File: src/rtl/audio_pkg.sv
// audio_pkg: constants, FSM state encoding and sample-pair type shared by the
// WM8750 DSP-mode-B receiver (audio_adc_rx) and its DAC transmitter counterpart.
//   AUDIO_SAMPLE_W  - bits per channel sample
//   AUDIO_FRAME_LEN - clk12 cycles between frame-sync pulses
//   audio_state_e   - frame FSM states
//   audio_pair_t    - {left, right} sample pair
//   abs_sat()       - magnitude of a signed sample, saturating -32768 to 32767
package audio_pkg;

  localparam int AUDIO_SAMPLE_W  = 16;
  localparam int AUDIO_FRAME_LEN = 256;

  typedef enum logic [2:0] {IDLE, SKIP, SHIFT, LOAD, WAIT} audio_state_e;

  typedef struct packed {
    logic [AUDIO_SAMPLE_W-1:0] left;
    logic [AUDIO_SAMPLE_W-1:0] right;
  } audio_pair_t;

  function automatic logic [AUDIO_SAMPLE_W-1:0] abs_sat(input logic [AUDIO_SAMPLE_W-1:0] s);
    if (s == {1'b1, {(AUDIO_SAMPLE_W-1){1'b0}}})
      return {1'b0, {(AUDIO_SAMPLE_W-1){1'b1}}};
    else if (s[AUDIO_SAMPLE_W-1])
      return -s;
    else
      return s;
  endfunction

endpackage

File: src/rtl/audio_peak_meter.sv
// audio_peak_meter: per-channel peak-hold meter with slow decay.
// Only built when AUDIO_ADC_RX_PEAK_EN is defined.
//   clk12, reset12_ - clock, async active-low reset
//   load            - a new sample is presented this cycle
//   sample          - signed two's-complement sample
//   sync            - frame sync pulse (once per frame)
//   peak            - unsigned peak magnitude
module audio_peak_meter
  import audio_pkg::*;
(
  input  logic                      clk12,
  input  logic                      reset12_,
  input  logic                      load,
  input  logic [AUDIO_SAMPLE_W-1:0] sample,
  input  logic                      sync,
  output logic [AUDIO_SAMPLE_W-1:0] peak
);

  logic [AUDIO_SAMPLE_W-1:0] mag;
  logic                      newmax;  // a new maximum landed since the last sync

  assign mag = abs_sat(sample);

  always_ff @(posedge clk12 or negedge reset12_) begin
    if (!reset12_) begin
      peak   <= '0;
      newmax <= 1'b0;
    end else begin
      if (sync) begin
        if (!newmax) peak <= peak - (peak >> 6);
        newmax <= 1'b0;
      end
      // a load in the sync cycle still counts for the frame that follows
      if (load && (mag > peak)) begin
        peak   <= mag;
        newmax <= 1'b1;
      end
    end
  end

endmodule

File: src/rtl/audio_adc_rx.sv
// audio_adc_rx: WM8750 DSP-mode-B ADC receiver. Deserialises one left/right
// 16-bit pair per frame (MSB first, left then right) delimited by a one-cycle
// audio_adclrc pulse, and hands it to the consumer over valid/ready.
// Optional macro AUDIO_ADC_RX_PEAK_EN adds peak_left/peak_right meters.
//   clk12, reset12_            - 12.288 MHz clock (= BCLK), async active-low reset
//   audio_adclrc, audio_adcdat - frame sync and serial data, clk12 domain
//   sample_left/right/valid    - captured pair, held while valid && !ready
//   sample_ready               - consumer accept
//   locked                     - LOCK_FRAMES consecutive correct sync spacings
//   overrun, sync_err          - sticky error flags, cleared by err_clr
//   peak_left/right            - (macro only) unsigned peak magnitudes
module audio_adc_rx
  import audio_pkg::*;
#(
  parameter int FRAME_LEN   = AUDIO_FRAME_LEN,
  parameter int DATA_OFFSET = 1,   // 1..4
  parameter int LOCK_FRAMES = 2
) (
  input  logic        clk12,
  input  logic        reset12_,
  input  logic        audio_adclrc,
  input  logic        audio_adcdat,
  output logic [15:0] sample_left,
  output logic [15:0] sample_right,
  output logic        sample_valid,
  input  logic        sample_ready,
  output logic        locked,
  output logic        overrun,
  output logic        sync_err,
  input  logic        err_clr
`ifdef AUDIO_ADC_RX_PEAK_EN
  ,
  output logic [15:0] peak_left,
  output logic [15:0] peak_right
`endif
);

  localparam int TIMEOUT = FRAME_LEN + 15;
  localparam int FCNT_W  = $clog2(TIMEOUT + 1);
  localparam int GOOD_W  = $clog2(LOCK_FRAMES + 1);

  audio_state_e      state;
  logic [FCNT_W-1:0] fcnt;      // cycles since the last sync, saturates at TIMEOUT
  logic [1:0]        delay;
  logic [4:0]        idx;
  logic [31:0]       shreg;
  audio_pair_t       pair;
  logic [GOOD_W-1:0] good_cnt;
  logic              have_ref;  // a previous sync exists to measure spacing against

  logic load, in_frame, spacing_ok, spacing_bad, abort_ev, overrun_ev;

  assign load        = (state == LOAD);
  assign in_frame    = (state == SKIP) || (state == SHIFT);
  assign spacing_ok  = (fcnt == FCNT_W'(FRAME_LEN - 1));
  assign spacing_bad = audio_adclrc && have_ref && !spacing_ok;
  assign abort_ev    = audio_adclrc && in_frame;
  assign overrun_ev  = load && sample_valid && !sample_ready;

  assign sample_left  = pair.left;
  assign sample_right = pair.right;

  always_ff @(posedge clk12 or negedge reset12_) begin
    if (!reset12_) begin
      state        <= IDLE;
      fcnt         <= '0;
      delay        <= '0;
      idx          <= '0;
      shreg        <= '0;
      pair         <= '0;
      sample_valid <= 1'b0;
      locked       <= 1'b0;
      overrun      <= 1'b0;
      sync_err     <= 1'b0;
      good_cnt     <= '0;
      have_ref     <= 1'b0;
    end else begin
      if (fcnt != FCNT_W'(TIMEOUT)) fcnt <= fcnt + 1'b1;

      // output handshake; a LOAD wins over the accept that would drop valid
      if (load) begin
        pair         <= shreg;
        sample_valid <= 1'b1;
      end else if (sample_valid && sample_ready) begin
        sample_valid <= 1'b0;
      end

      // sticky flags: a new event beats err_clr in the same cycle
      if (overrun_ev)              overrun  <= 1'b1;
      else if (err_clr)            overrun  <= 1'b0;
      if (spacing_bad || abort_ev) sync_err <= 1'b1;
      else if (err_clr)            sync_err <= 1'b0;

      case (state)
        IDLE: ;
        // the cycle the countdown hits zero already samples the MSB, so
        // DATA_OFFSET=1 catches it on the cycle right after the sync
        SKIP: begin
          if (delay == 2'd0) begin
            shreg[31] <= audio_adcdat;
            idx       <= 5'd1;
            state     <= SHIFT;
          end else begin
            delay <= delay - 2'd1;
          end
        end
        SHIFT: begin
          shreg[5'd31 - idx] <= audio_adcdat;
          idx                <= idx + 5'd1;
          if (idx == 5'd31) state <= LOAD;
        end
        LOAD:    state <= WAIT;
        WAIT:    ;
        default: state <= IDLE;
      endcase

      // sync overrides whatever the FSM chose: a partial frame is dropped
      // and the new frame starts without a dead cycle
      if (audio_adclrc) begin
        fcnt     <= '0;
        have_ref <= 1'b1;
        state    <= SKIP;
        delay    <= 2'(DATA_OFFSET - 1);
        if (have_ref) begin
          if (spacing_ok) begin
            if (good_cnt >= GOOD_W'(LOCK_FRAMES - 1)) locked <= 1'b1;
            if (good_cnt != GOOD_W'(LOCK_FRAMES))     good_cnt <= good_cnt + 1'b1;
          end else begin
            locked   <= 1'b0;
            good_cnt <= '0;
          end
        end
      end else if (fcnt == FCNT_W'(TIMEOUT - 1)) begin
        // sync lost: next sync is treated as the first one again
        locked   <= 1'b0;
        have_ref <= 1'b0;
        good_cnt <= '0;
        state    <= IDLE;
      end
    end
  end

`ifdef AUDIO_ADC_RX_PEAK_EN
  audio_peak_meter u_peak_l (
    .clk12    (clk12),
    .reset12_ (reset12_),
    .load     (load),
    .sample   (shreg[31:16]),
    .sync     (audio_adclrc),
    .peak     (peak_left)
  );

  audio_peak_meter u_peak_r (
    .clk12    (clk12),
    .reset12_ (reset12_),
    .load     (load),
    .sample   (shreg[15:0]),
    .sync     (audio_adclrc),
    .peak     (peak_right)
  );
`endif

endmodule

File: config.mk
export PLATFORM = sky130hd
export DESIGN_NAME = audio_adc_rx
export DESIGN_NICKNAME = d
export VERILOG_FILES = /design/src/rtl/audio_pkg.sv /design/src/rtl/audio_peak_meter.sv /design/src/rtl/audio_adc_rx.sv
export SDC_FILE = /design/constraint.sdc
export NUM_CORES = 1
export LEC_CHECK = 0
export CAP_MARGIN = 40
export CORE_UTILIZATION = 40
export CTS_CLUSTER_SIZE = 16
export DETAILED_ROUTE_END_ITERATION = 10
export PLACE_DENSITY = 0.72
export RECOVER_POWER = 100
export SYNTH_ARGS = -nofsm -noshare
export SYNTH_HDL_FRONTEND = slang
export SYNTH_SLANG_ARGS = --single-unit
File: constraint.sdc
create_clock -name clk12 -period 1.97 [get_ports clk12]
set_clock_uncertainty 0.15 [all_clocks]
set_input_delay 0.2955 -clock clk12 [delete_from_list [all_inputs] [get_ports clk12]]
set_output_delay 0.2955 -clock clk12 [all_outputs]
set_load 0.01 [all_outputs]
# Word level (Yosys, flattened, before mapping)
# Cells that the tools add are included.
# op_classes
addsub,5
n_mul,0
div_mod_pow,0
magnitude_cmp,3
eq_ne,17
n_shift,0
n_mux,33
bitwise,0
reduce_logical,26
# op_table
cell,count
bitwise mux 32 bit,1
2-to-1 mux 9 bit,2
2-to-1 mux 2 bit,8
nonzero test 2 bit,7
2-to-1 mux 1 bit,13
2-to-1 mux 3 bit,4
case mux 3 bit (4 select lines),1
case mux 5 bit (2 select lines),1
"adder 9 x 1 -> 9 bit, second input constant",1
"equality test 9 x 8 -> 1 bit, second input constant",1
"equality test 9 bit, second input constant",1
"inequality test 9 bit, second input constant",1
AND reduction 3 bit,3
"inequality test 4 x 2 -> 1 bit, second input constant",2
logical AND 1 bit,7
"equality test 3 x 2 -> 1 bit, second input constant",2
"less-than comparator 5 x 6 -> 1 bit, second input constant",1
"inequality test 3 x 2 -> 1 bit, second input constant",2
"adder 5 x 1 -> 5 bit, second input constant",1
demux 1 bit (select 5 bit),1
"equality test 5 bit, second input constant",1
">= comparator 5 x 1 -> 1 bit, second input constant",1
2-to-1 mux 5 bit,1
"subtractor 5 bit, first input constant",1
15 further kinds,20
# word_totals
regBits,90
latch_bits,0
ramBits,0
rom_bits,0
output_inout_bits,36
elab_cells,98
mem_count,0

# Longest topological paths before layout
# Gate-level depths: netlist of the first run.
# depth
depth_word,7
ltp_mapped,8
mapped_depth_nobuf,7

# Worst setup path after synthesis of the first run
# No wires, ideal clock.
# synth_path
path_type,register to register
start,reg fcnt[0]
end,reg good_cnt[0]
arrival_time_ns,1.905
t_required_ns,1.754
path_slack_ns,-0.152
stages_incl_launch_ff,9
path_buffers,1
period_less_slack_ns,2.122
cell_sequence,dfrtp_1 -> ha_1 -> buf_2 -> nand3_1 -> nor3_1 -> ha_1 -> or4bb_1 -> o21ai_0 -> a22o_1
# synth_via
elab_chain_cells,4
elab_cells_between_ends,8
# synth_lines
element,line_no,source
from (decl),audio_adc_rx.sv:43,logic [FCNT_W-1:0] fcnt;
from (signal assigned),audio_adc_rx.sv:78,if (fcnt != FCNT_W'(TIMEOUT)) fcnt <= fcnt + 1'b1;
equality test 9 x 8 -> 1 bit,audio_adc_rx.sv:55,assign spacing_ok = (fcnt == FCNT_W'(FRAME_LEN - 1));
2-to-1 mux 2 bit,audio_adc_rx.sv:125,if (spacing_ok) begin
2-to-1 mux 2 bit,audio_adc_rx.sv:124,if (have_ref) begin
2-to-1 mux 2 bit,audio_adc_rx.sv:119,if (audio_adclrc) begin
to (signal assigned),audio_adc_rx.sv:127,if (good_cnt != GOOD_W'(LOCK_FRAMES)) good_cnt <= good_cnt + 1'b1;
to (decl),audio_adc_rx.sv:48,logic [GOOD_W-1:0] good_cnt;
# Several ways; a longest one is shown, not always the timed one. The select of a mux whose other input is x is not followed.
# A chain may end at the register's enable or synchronous reset.

# Worst setup path in the final report of the first run
# Ends and elaborated chain as after synthesis.

==> results of run 1 <==
==> metrics by stage <==
step,area [sq um],std cells,power [mW],setup slack [ns],utilization [%]
2_1_floorplan,4170,328,2.78,0.00280,-
3_3_place_gp,4770,497,3.25,0.108,48.1
3_5_place_dp,4770,497,3.28,0.0657,48.1
6_report,4900,515,4.44,0.0806,49.4
5_1_grt,4900,515,4.67,-0.000654,49.4
4_1_cts,4970,514,4.52,0.0532,50.1
==> registers in the layout (all words and copies together) (netlist names) <==
name          count
shreg            32
sample_left      16
sample_right     16
fcnt              9
idx               5
state             3
delay             2
good_cnt          2
have_ref          1
locked            1
overrun           1
sample_valid      1
sync_err          1
==> repair_timing <==
item,in CTS,in global routing
hold endpoints to repair,90,0
hold buffers,1,0
setup endpoints to repair,0,1
buffers inserted,0,1
==> cells by family after synthesis <==
kind of cell | after synthesis
flops | 90
simple gates | 89
mux | 65
compound gates | 39
buf+inv | 32
fa+ha+maj | 11
xor+xnor | 2
==> layout make-up <==
type	instances	area share, %
well taps	133	3.40
clock inverters	7	1.38
inverters	14	1.07
multi-input cells	206	35.2
flip-flops and latches	90	46.0
repair buffers	56	10.4
clock buffers	9	2.53
==> per-layer routing <==
| metal | track usage [%] | share of wire, % | wire [um] | vias to the layer above |
|---|---|---|---|---|
| li1 | - | - | - | 1271 |
| met1 | 18.7 | 48 | 3470 | 1320 |
| met2 | 23.7 | 48 | 3480 | 29 |
| met3 | 3.21 | 2.3 | 168 | 10 |
| met4 | 5.82 | 1.7 | 124 | 0 |
| met5 | 0 | 0 | 0 | - |
==> worst paths after layout <==
| check | start | end | slack [ns] | cells after the start |
|---|---|---|---|---|
| max in group asynchronous | reset12_ | fcnt[1] | 0.22 | 3 |
| min in group asynchronous | reset12_ | sample_left[5] | 0.66 | 3 |
| worst min register to register | shreg[29] | shreg[29] | 0.34 | 1 |
| worst max register to register | fcnt[0] | good_cnt[0] | 0.08 | 7 |
| worst max-delay path | fcnt[0] | good_cnt[0] | 0.08 | 7 |
| worst min-delay path | shreg[29] | shreg[29] | 0.34 | 1 |
==> synthesized netlist by cell type, types with 4 or more instances <==
cell type  count
a21oi_1       10
a22o_1         4
and4bb_1       6
buf_2          9
clkbuf_1       5
dfrtp_1       90
ha_1          11
inv_1         14
mux2_1        18
mux2_2        46
nand2_1       21
nand3_1        5
nand4_1        4
nand4bb_1      4
nor2_1        23
nor3_1         5
nor3b_2        4
o21ai_0        9
==> power by group through the flow <==
stage / Clock (mW) / Sequential [mW] / Combinational (mW)
final: 1.23 / 2.29 / 0.923
after global routing: 1.34 / 2.33 / 1.00
after CTS: 1.27 / 2.30 / 0.952
after detailed placement: 0 / 2.34 / 0.948
after global placement: 0 / 2.32 / 0.927
after floorplan: 0 / 2.37 / 0.416
==> placed cells by master, fill, tap and decap left out, types with 10 or more instances in the layout <==
cell             Yosys  final
buf_4                3     10
inv_1               14     14
nor2_1              23     23
nand2_1             21     21
mux2_1              18     18
mux2_2              46     46
dfrtp_1             90     90
clkdlybuf4s50_1      0     40
a21oi_1             10     10
==> impl_results.md, run 1 <==
- Status: finished clean
- CP bufs+invs: 0
- Ys flop type: dfrtp_1
- Critical-path cell list: ha_2 > nand3_4 > nor3_2 > ha_2 > or4bb_1 > o21ai_1 > a22o_1
- Clk sinks: 90
- GPL Wtd Cong: about 0.75
- # fillers: 915
- Power density over cell area: 906 nW/um^2
- CTS H-tree depth: 3
- Tmin final: 1.89 ns
- Clock Path Buffers: 2
- TritonCTS Buffers: 9
- Ys async rst share: between 90% and 100%
- Die Wd: 104 um
- Highest achievable clock rate: roughly 530 MHz
- Crit start category: flip-flop
- Layout cells sized above 1: 23.0%
- Post-synthesis mux area share: 17.6%
- Worst Tran Pin Value: 1.21 ns
- Synth top area cells: dfrtp_1 54%, mux2_2 13%, mux2_1 4.9%
- Most frequent cell on the critical path: ha_2
- Post-synth EDFFs: 0
- Number of port buffers: 41
- Synth area leader: dfrtp_1
- Largest family of logic cells by synthesized area: multiplexers
- Clock Power Share: around 28%
- Adder-cell area share of the yosys netlist: around 3.3%
- Die height: 104 um
- Post-Synthesis Cells: 328
- Worst hold path class: reg2reg
- Synth Area in Simple Gates: between 10% and 20%
- Starting Density: 41.8%
- P_sw: 1.27 mW
- Largest net degree at the start of global routing: 91
- Data required time of the worst path: 2.12 ns
- Mapped Area: 4140 sq um
- Critical Path End Type: flip-flop
- Part of the Yosys area used for sequential elements: 54.3%
- Crit path max-delay family: simple AND/OR/NAND/NOR gates
- Clock-pin slew on the worst setup and hold paths: 0.10 ns
- Clock tree root driver cell: clkbuf_8
- Vias: roughly 2600
- Relative slew slack: 19.7%
- #FFs+latches synth: 90
- Die area: 10800 sq um
- Leakage: 2.15 nW
- Final ANT Viol Nets: 0
- Critical path class: reg2reg
- Hold WS: 0.345 ns
- Vias in the first global route: 2582
- Worst-skew pair later-pin latency: 0.36 ns
- TritonCTS clock tree: built
- Detailed Route WL: just over 7 mm
- Endpoints failing setup: 0
- Synth Area in XOR/XNOR: 0.423%
- Crit Path Max Fanout: 5
- Post-synth top area share: a little over half
- Post-Syn Nets: 345
- Area of the core: 9910 sq um
- Hpwl dp: 4.88 mm
- Residual DRC: 0
- Comb pwr share: 20.8%
- Worst vdd ir: 0.000457 V
- First-pass GRT wire length: 12.5 mm
- Ys Warns: 0
- Switching Fraction: 28.6%
- Seq. cell area: 2250 sq um
- Final Max Tran Viols: 0
- Worst path arrival time: 2.04 ns
- Layout overhead on the synthesized area: 18.2%
- Int Power: 3.17 mW
- Routed length per instance: approximately 14 um
- Slowest library cell on the worst path: or4bb_1
- Seq pwr share: 51.6%
- Max cap viols: 0
- Resized cells post-CTS: 0
- Peak per-stage delay on the critical path: 0.40 ns
- I/O pin count: 42
- DRT Pass-1 Iters: 4
- Synth Area in Compound Gates: a little over 6%
- Final hold vios: 0
- Floorplan row count: 36
- Netlist cell types: between 40 and 50
- Syn_area_per_cell: about 13 sq um
- Total GRT Usage: 14.5%
- Antenna violations before repair: 0
- Grt ovf: 0
- Multi-input gate area: between 1500 and 2000 sq um
- Number of diodes: 0
- Fin crit share: 95.9%
- Post-Route Setup TNS: 0 ns
- Detailed Route Iter0 Violations: ~120
- Fin nets: 394
- DR vias/cell: 5.11
No activity file was read; power rests on OpenSTA's default activity.
==> run 2, diff against run 1 <==
--- a/config.mk
+++ b/config.mk
@@ -11,6 +11,7 @@
 export DETAILED_ROUTE_END_ITERATION = 10
 export PLACE_DENSITY = 0.72
 export RECOVER_POWER = 100
+export SETUP_SLACK_MARGIN = 0.02
 export SYNTH_ARGS = -nofsm -noshare
 export SYNTH_HDL_FRONTEND = slang
 export SYNTH_SLANG_ARGS = --single-unit
==> run 2 against run 1 <==
Hold slack hardly changed; sequential power hardly changed; non-clock buffer count is 3 higher.
==> impl_results.md, run 2 (synthesized netlist as in run 1, its figures left out) <==
- Status: finished clean
- Routed met1 length: between 3 and 4 mm
- Highest achievable clock rate: about 530 MHz
- Worst vdd ir: 0.000458 V
- Crit Path Max Fanout: 5
- Critical path class: reg2reg
- Die height: 104 um
- Worst-skew pair later-pin latency: 0.36 ns
- Antenna violations before repair: 0
- Clock tree root driver cell: clkbuf_8
- R2R depth: 7
- Vias: 2644
- Pre-CTS setup slack: 0.0657 ns
- Finished Core Util: 50.4%
- Routed length per instance: 14.1 um
- Worst path arrival time: 2.04 ns
- Area of the core: 9910 sq um
- Largest net degree at the start of global routing: 91
- Highest Signal Layer: met4
- Layout cells sized above 1: 24.9%
- Vias in the first global route: 2582
- Final Max Tran Viols: 0
- CTS H-tree depth: 3
- Seq pwr share: 51.2%
- Hpwl dp: ~4.9 mm
- Leakage: about 2.2 nW
- Floorplan row count: 36
- First-pass GRT wire length: 12.5 mm
- Die area: between 10000 and 15000 sq um
- Setup crit start: fcnt[0]
- TritonCTS clock tree: built
- Relative slew slack: 26.1%
- Die Wd: 104 um
- Setup crit end: good_cnt[0]
- Clock Power Share: 27.3%
- Most flop-heavy register: shreg
- Detailed Route WL: 7.32 mm
- Hold WS: around 0.34 ns
- Detailed Route Iter0 Violations: 90
- Grt ovf: 0
- Critical Path End Type: flip-flop
- Clk sinks: 90
- I/O pin count: 42
- Power density over cell area: 897 nW/um^2
- Peak per-stage delay on the critical path: 0.41 ns
- DR vias/cell: ~5.1
- Met3 WL: between 150 and 200 um
- Fin nets: 397
- P_sw: 1.28 mW
- Slowest library cell on the worst path: dfrtp_1
- Critical-path cell list: ha_4 > nand3_4 > nor3_2 > ha_2 > or4bb_1 > o21ai_1 > a22o_1
- Crit start category: flip-flop
- GPL Wtd Cong: 0.748
- Worst Tran Pin Value: 1.11 ns
- Final hold vios: 0
- CP Depth: 7
- TritonCTS Buffers: 9
- Residual DRC: 0
- Met2 wire length: ~3.6 mm
- Clock-pin slew on the worst setup and hold paths: 0.10 ns
- Max cap viols: 0
- Data required time of the worst path: 2.12 ns
- Fin cells: 518
- Fin crit share: 96.1%
- Endpoints failing setup: 0
- CP bufs+invs: 0
- Starting Density: between 40% and 50%
- Worst r2r src: fcnt[0]
- Worst r2r dst: good_cnt[0]
- Comb pwr share: 21.5%
- R2R Setup Slk: 0.08 ns
- Int Power: between 3 and 4 mW
- Switching Fraction: 28.6%
- Crit path max-delay family: simple AND/OR/NAND/NOR gates
- Number of diodes: 0
- Post-Route Setup TNS: 0 ns
- DP Cell Count: 497
- Most frequent cells in the layout: 90 x dfrtp_1, 46 x mux2_2, 40 x clkdlybuf4s50_1
- Worst setup margin: 0.0776 ns
- Number of flip-flops in the largest register: 32
- DRT Pass-1 Iters: 4
- Clock Path Buffers: 2
- Commonest non-fill, non-tap cell in the layout: dfrtp_1
- Total GRT Usage: 14.5%
- Tmin final: 1.89 ns
- Final ANT Viol Nets: 0
- Number of port buffers: 41
- Worst hold path class: reg2reg
- Layout overhead on the synthesized area: 20.6%
==> run 2: through the flow <==
stage	power (mW)	cell area (sq um)
floorplan	2.78	4170
global placement	3.25	4770
detailed placement	3.28	4770
CTS	4.52	4970
global route	4.72	5000
finish	4.48	5000
==> run 2: power groups by stage <==
stage                     Combinational, mW  Sequential, mW  Clock (mW)
final                                 0.965            2.29        1.22
after global routing                   1.04            2.34        1.34
after CTS                             0.952            2.30        1.27
after detailed placement              0.948            2.34           0
after global placement                0.927            2.32           0
after floorplan                       0.416            2.37           0
==> run 2: how the worst min path moves through the flow <==
| stage | from | end | slack [ns] | cells past startpoint |
|---|---|---|---|---|
| after floorplan | reset12_ | delay[0] | -0.15 | 0 |
| after global placement | reset12_ | sample_left[5] | 0.22 | 2 |
| after detailed placement | reset12_ | sample_right[12] | 0.23 | 2 |
| after CTS | sample_left[6] | sample_left[6] | 0.35 | 1 |
| after global routing | sample_left[6] | sample_left[6] | 0.36 | 1 |
| final | shreg[29] | shreg[29] | 0.34 | 1 |
==> run 2: timing repair <==
action	in CTS	in global routing
buffers inserted	0	4
hold buffers	1	0
hold endpoints to repair	90	0
resized for setup	0	2
setup endpoints to repair	0	2
==> run 2: layer usage <==
| layer | vias to the layer above | track usage (%) |
|---|---|---|
| li1 | 1269 | - |
| met1 | 1330 | 18.7 |
| met2 | 35 | 23.7 |
| met3 | 10 | 3.21 |
| met4 | 0 | 5.82 |
| met5 | - | 0 |
==> run 2: cell type report <==
| class | count | area (sq um) |
|---|---|---|
| fillers | 900 | 4910 |
| flip-flops and latches | 90 | 2250 |
| multi-input cells | 206 | 1780 |
| repair buffers | 59 | 558 |
| well taps | 133 | 166 |
| clock buffers | 9 | 124 |
| clock inverters | 7 | 67.6 |
| inverters | 14 | 52.6 |
==> run 3, diff against run 2 <==
--- a/config.mk
+++ b/config.mk
@@ -9,7 +9,7 @@
 export CORE_UTILIZATION = 40
 export CTS_CLUSTER_SIZE = 16
 export DETAILED_ROUTE_END_ITERATION = 10
-export PLACE_DENSITY = 0.72
+export PLACE_DENSITY = 0.7
 export RECOVER_POWER = 100
 export SETUP_SLACK_MARGIN = 0.02
 export SYNTH_ARGS = -nofsm -noshare
==> constraint.sdc (replaced) <==
create_clock -name clk12 -period 1.8 [get_ports clk12]
set_clock_uncertainty 0.15 [all_clocks]
set_input_delay 0.27 -clock clk12 [delete_from_list [all_inputs] [get_ports clk12]]
set_output_delay 0.27 -clock clk12 [all_outputs]
set_load 0.01 [all_outputs]
==> run 3 against run 2 <==
The flow now finishes with violations (setup timing); total power rose by 11%; core utilization rose by 1.1 points; fmax rose by 2.5%; critical path depth did not move; sequential power rose by 9.2%; cell count rose by 2.1%; count of clock-buffer cells in the layout rose by 1; sequential share of layout area fell by 0.93 points; worst setup slack got worse by 0.12 ns; combinational power rose by 13%; critical path type unchanged; critical endpoint unchanged.
==> impl_results.md, run 3 (synthesized netlist as in run 1, its figures left out) <==
- Routed length per instance: 14.3 um
- First-pass GRT wire length: 13.4 mm
- Multi-input gate area: 1830 sq um
- Leakage: 2.24 nW
- GPL Wtd Cong: 0.788
- Area of the core: slightly below 10000 sq um
- Clock Power Share: between 20% and 30%
- Data required time of the worst path: 1.95 ns
- Detailed Route WL: approximately 7.6 mm
- Worst vdd ir: 0.000388 V
- Max cap viols: 0
- Starting Density: 41.8%
- Commonest non-fill, non-tap cell in the layout: dfrtp_1
- Power density over cell area: around 1000 nW/um^2
- Residual DRC: 0
- Number of diodes: 0
- Critical path class: reg2reg
- Grt ovf: 0
- Clock-pin slew on the worst setup and hold paths: 0.08 ns
- DRT Pass-1 Iters: 4
- Setup crit start: fcnt[0]
- Highest achievable clock rate: 541 MHz
- CP bufs+invs: 0
- Final Max Tran Viols: 0
- Met3 global-route usage: 3.08%
- Number of port buffers: 41
- Switching Fraction: 26.9%
- Worst Tran Pin Value: approximately 0.8 ns
- Tmin final: between 1.5 and 2 ns
- Crit start category: flip-flop
- Failing checks: setup timing
- Floorplan row count: 36
- Overall Power: 4.98 mW
- Die height: 104 um
- Vias: 2702
- Worst hold path class: reg2reg
- Hpwl dp: 5.45 mm
- Largest net degree at the start of global routing: 36
- Status: finished with violations
- Finished Core Util: 51.6%
- I/O pin count: 42
- Die area: approximately 11000 sq um
- # fillers: between 900 and 1000
- CTS H-tree depth: 3
- Detailed Route Iter0 Violations: 59
- Worst-skew pair later-pin latency: 0.36 ns
- Most frequent cell on the critical path: ha_2
- Comb pwr share: a little over a fifth
- Crit Path Max Fanout: 2
- Layout cells sized above 1: between 20% and 30%
- Worst path arrival time: just under 2 ns
- Final ANT Viol Nets: 0
- Clk sinks: 90
- Fin nets: approximately 410
- DR vias/cell: 5.11
- Seq pwr share: about half
- Final hold vios: 0
- Hold Path Origin: shreg[24]
- Vias in the first global route: 2811
- Layout overhead on the synthesized area: 23.3%
- Met1 Use GR: 19.6%
- Slowest library cell on the worst path: or4bb_1
- Peak per-stage delay on the critical path: 0.39 ns
- Fin crit share: 103%
- Clock Path Buffers: 2
- Worst setup margin: -0.0469 ns
- GR Util met2: roughly 26%
- Most frequent cells in the layout: 88 x dfrtp_1, 46 x mux2_2, 32 x clkdlybuf4s50_1
- TritonCTS clock tree: built
- Critical Path End Type: flip-flop
- Die Wd: 104 um
- Crit path max-delay family: simple AND/OR/NAND/NOR gates
- Seq. cell area: approximately 2300 sq um
- Critical-path cell list: ha_2 > nand3_4 > nor3_2 > ha_2 > or4bb_1 > o21ai_1 > a22o_1
- Worst r2r src: fcnt[0]
- P_sw: 1.34 mW
- TritonCTS Buffers: 9
- Antenna violations before repair: 0
- Clock tree root driver cell: clkbuf_8
- Number of flip-flops in the largest register: 32
- Int Power: 3.64 mW
- Busiest layer in global routing: met2
- Total GRT Usage: roughly 16%
- Relative slew slack: 46.1%
- RSZ-0062 raised after global routing: yes
- Endpoints failing setup: 1
- Most flop-heavy register: shreg
run 3: cell count changes in the layout (fill, tap and decap cells not counted), moves of 2 or more:
| cell | before | now |
|---|---|---|
| and4bb_1 | 6 | 4 |
| dfrtp_1 | 90 | 88 |
| dlygate4sd3_1 | 1 | 9 |
| clkbuf_2 | 0 | 4 |
| nor3b_2 | 4 | 6 |
| buf_4 | 16 | 18 |
| nand4bb_4 | 1 | 3 |
| and4bb_2 | 0 | 2 |
| inv_8 | 3 | 0 |
| clkbuf_1 | 0 | 5 |
| clkdlybuf4s50_1 | 40 | 32 |
| dfrtp_2 | 0 | 2 |
| nand4bb_1 | 4 | 2 |
run 3: power groups by stage:
stage / Combinational [mW] / Clock, mW / Sequential (mW)
floorplan: 0.455 / 0 / 2.59
detailed placement: 1.08 / 0 / 2.55
CTS: 1.10 / 1.43 / 2.51
finish: 1.09 / 1.39 / 2.50
global route: 1.18 / 1.52 / 2.55
global placement: 1.06 / 0 / 2.53
run 3: timing repair:
item                                    4_1_cts  5_1_grt
endpoints found under the setup margin        4       24
buffers inserted                              3        2
pin swaps                                     3        1
resized for setup                             3       20
hold buffers                                  1        0
hold endpoints to repair                     31        0
run 3: stage by stage:
stage | cells | setup WS, ns | area, sq um | TNS [ns] | hold WS, ns
final | 529 | -0.0469 | 5110 | -0.0469 | 0.342
after global routing | 529 | -0.170 | 5110 | -2.67 | 0.369
after CTS | 527 | -0.0563 | 5110 | -0.0563 | 0.237
after detailed placement | 508 | -0.0984 | 4870 | -0.122 | 0.100
after global placement | 508 | -0.0117 | 4870 | -0.0117 | 0.0973
after floorplan | 328 | -0.167 | 4170 | -0.167 | -0.176
run 3: worst reg2reg max path, delay by kind of cell, from the launching register on:
family | cells | cell delay (ns)
flip-flops | 1 | 0.36
AO/OA/AOI/OAI | 2 | 0.25
adder cells (fa/ha/maj) | 2 | 0.40
AND/OR/NAND/NOR | 3 | 0.63
run 3: layout make-up:
class	count	share of cell area (%)
clock buffer	10	2.69
timing repair buffer	71	12.0
clock inverter	5	1.20
tap	133	3.26
inverter	14	1.03
multi-input combinational	206	35.7
sequential	90	44.1
run 3: final timing paths:
path / endpoint / slack (ns) / cells after the start
setup / recovery: good_cnt[0] / -0.05 / 7
hold / removal: shreg[24] / 0.34 / 1
setup reg to reg: good_cnt[0] / -0.05 / 7
hold reg to reg: shreg[24] / 0.34 / 1
max in group asynchronous: state[1] / 0.18 / 3
min in group asynchronous: sample_left[5] / 0.37 / 2
run 3: metal layers:
metal | routed length, um | vias up
li1 | - | 1299
met4 | 159 | 0
met2 | 3780 | 40
met3 | 200 | 14
met5 | 0 | -
met1 | 3410 | 1349
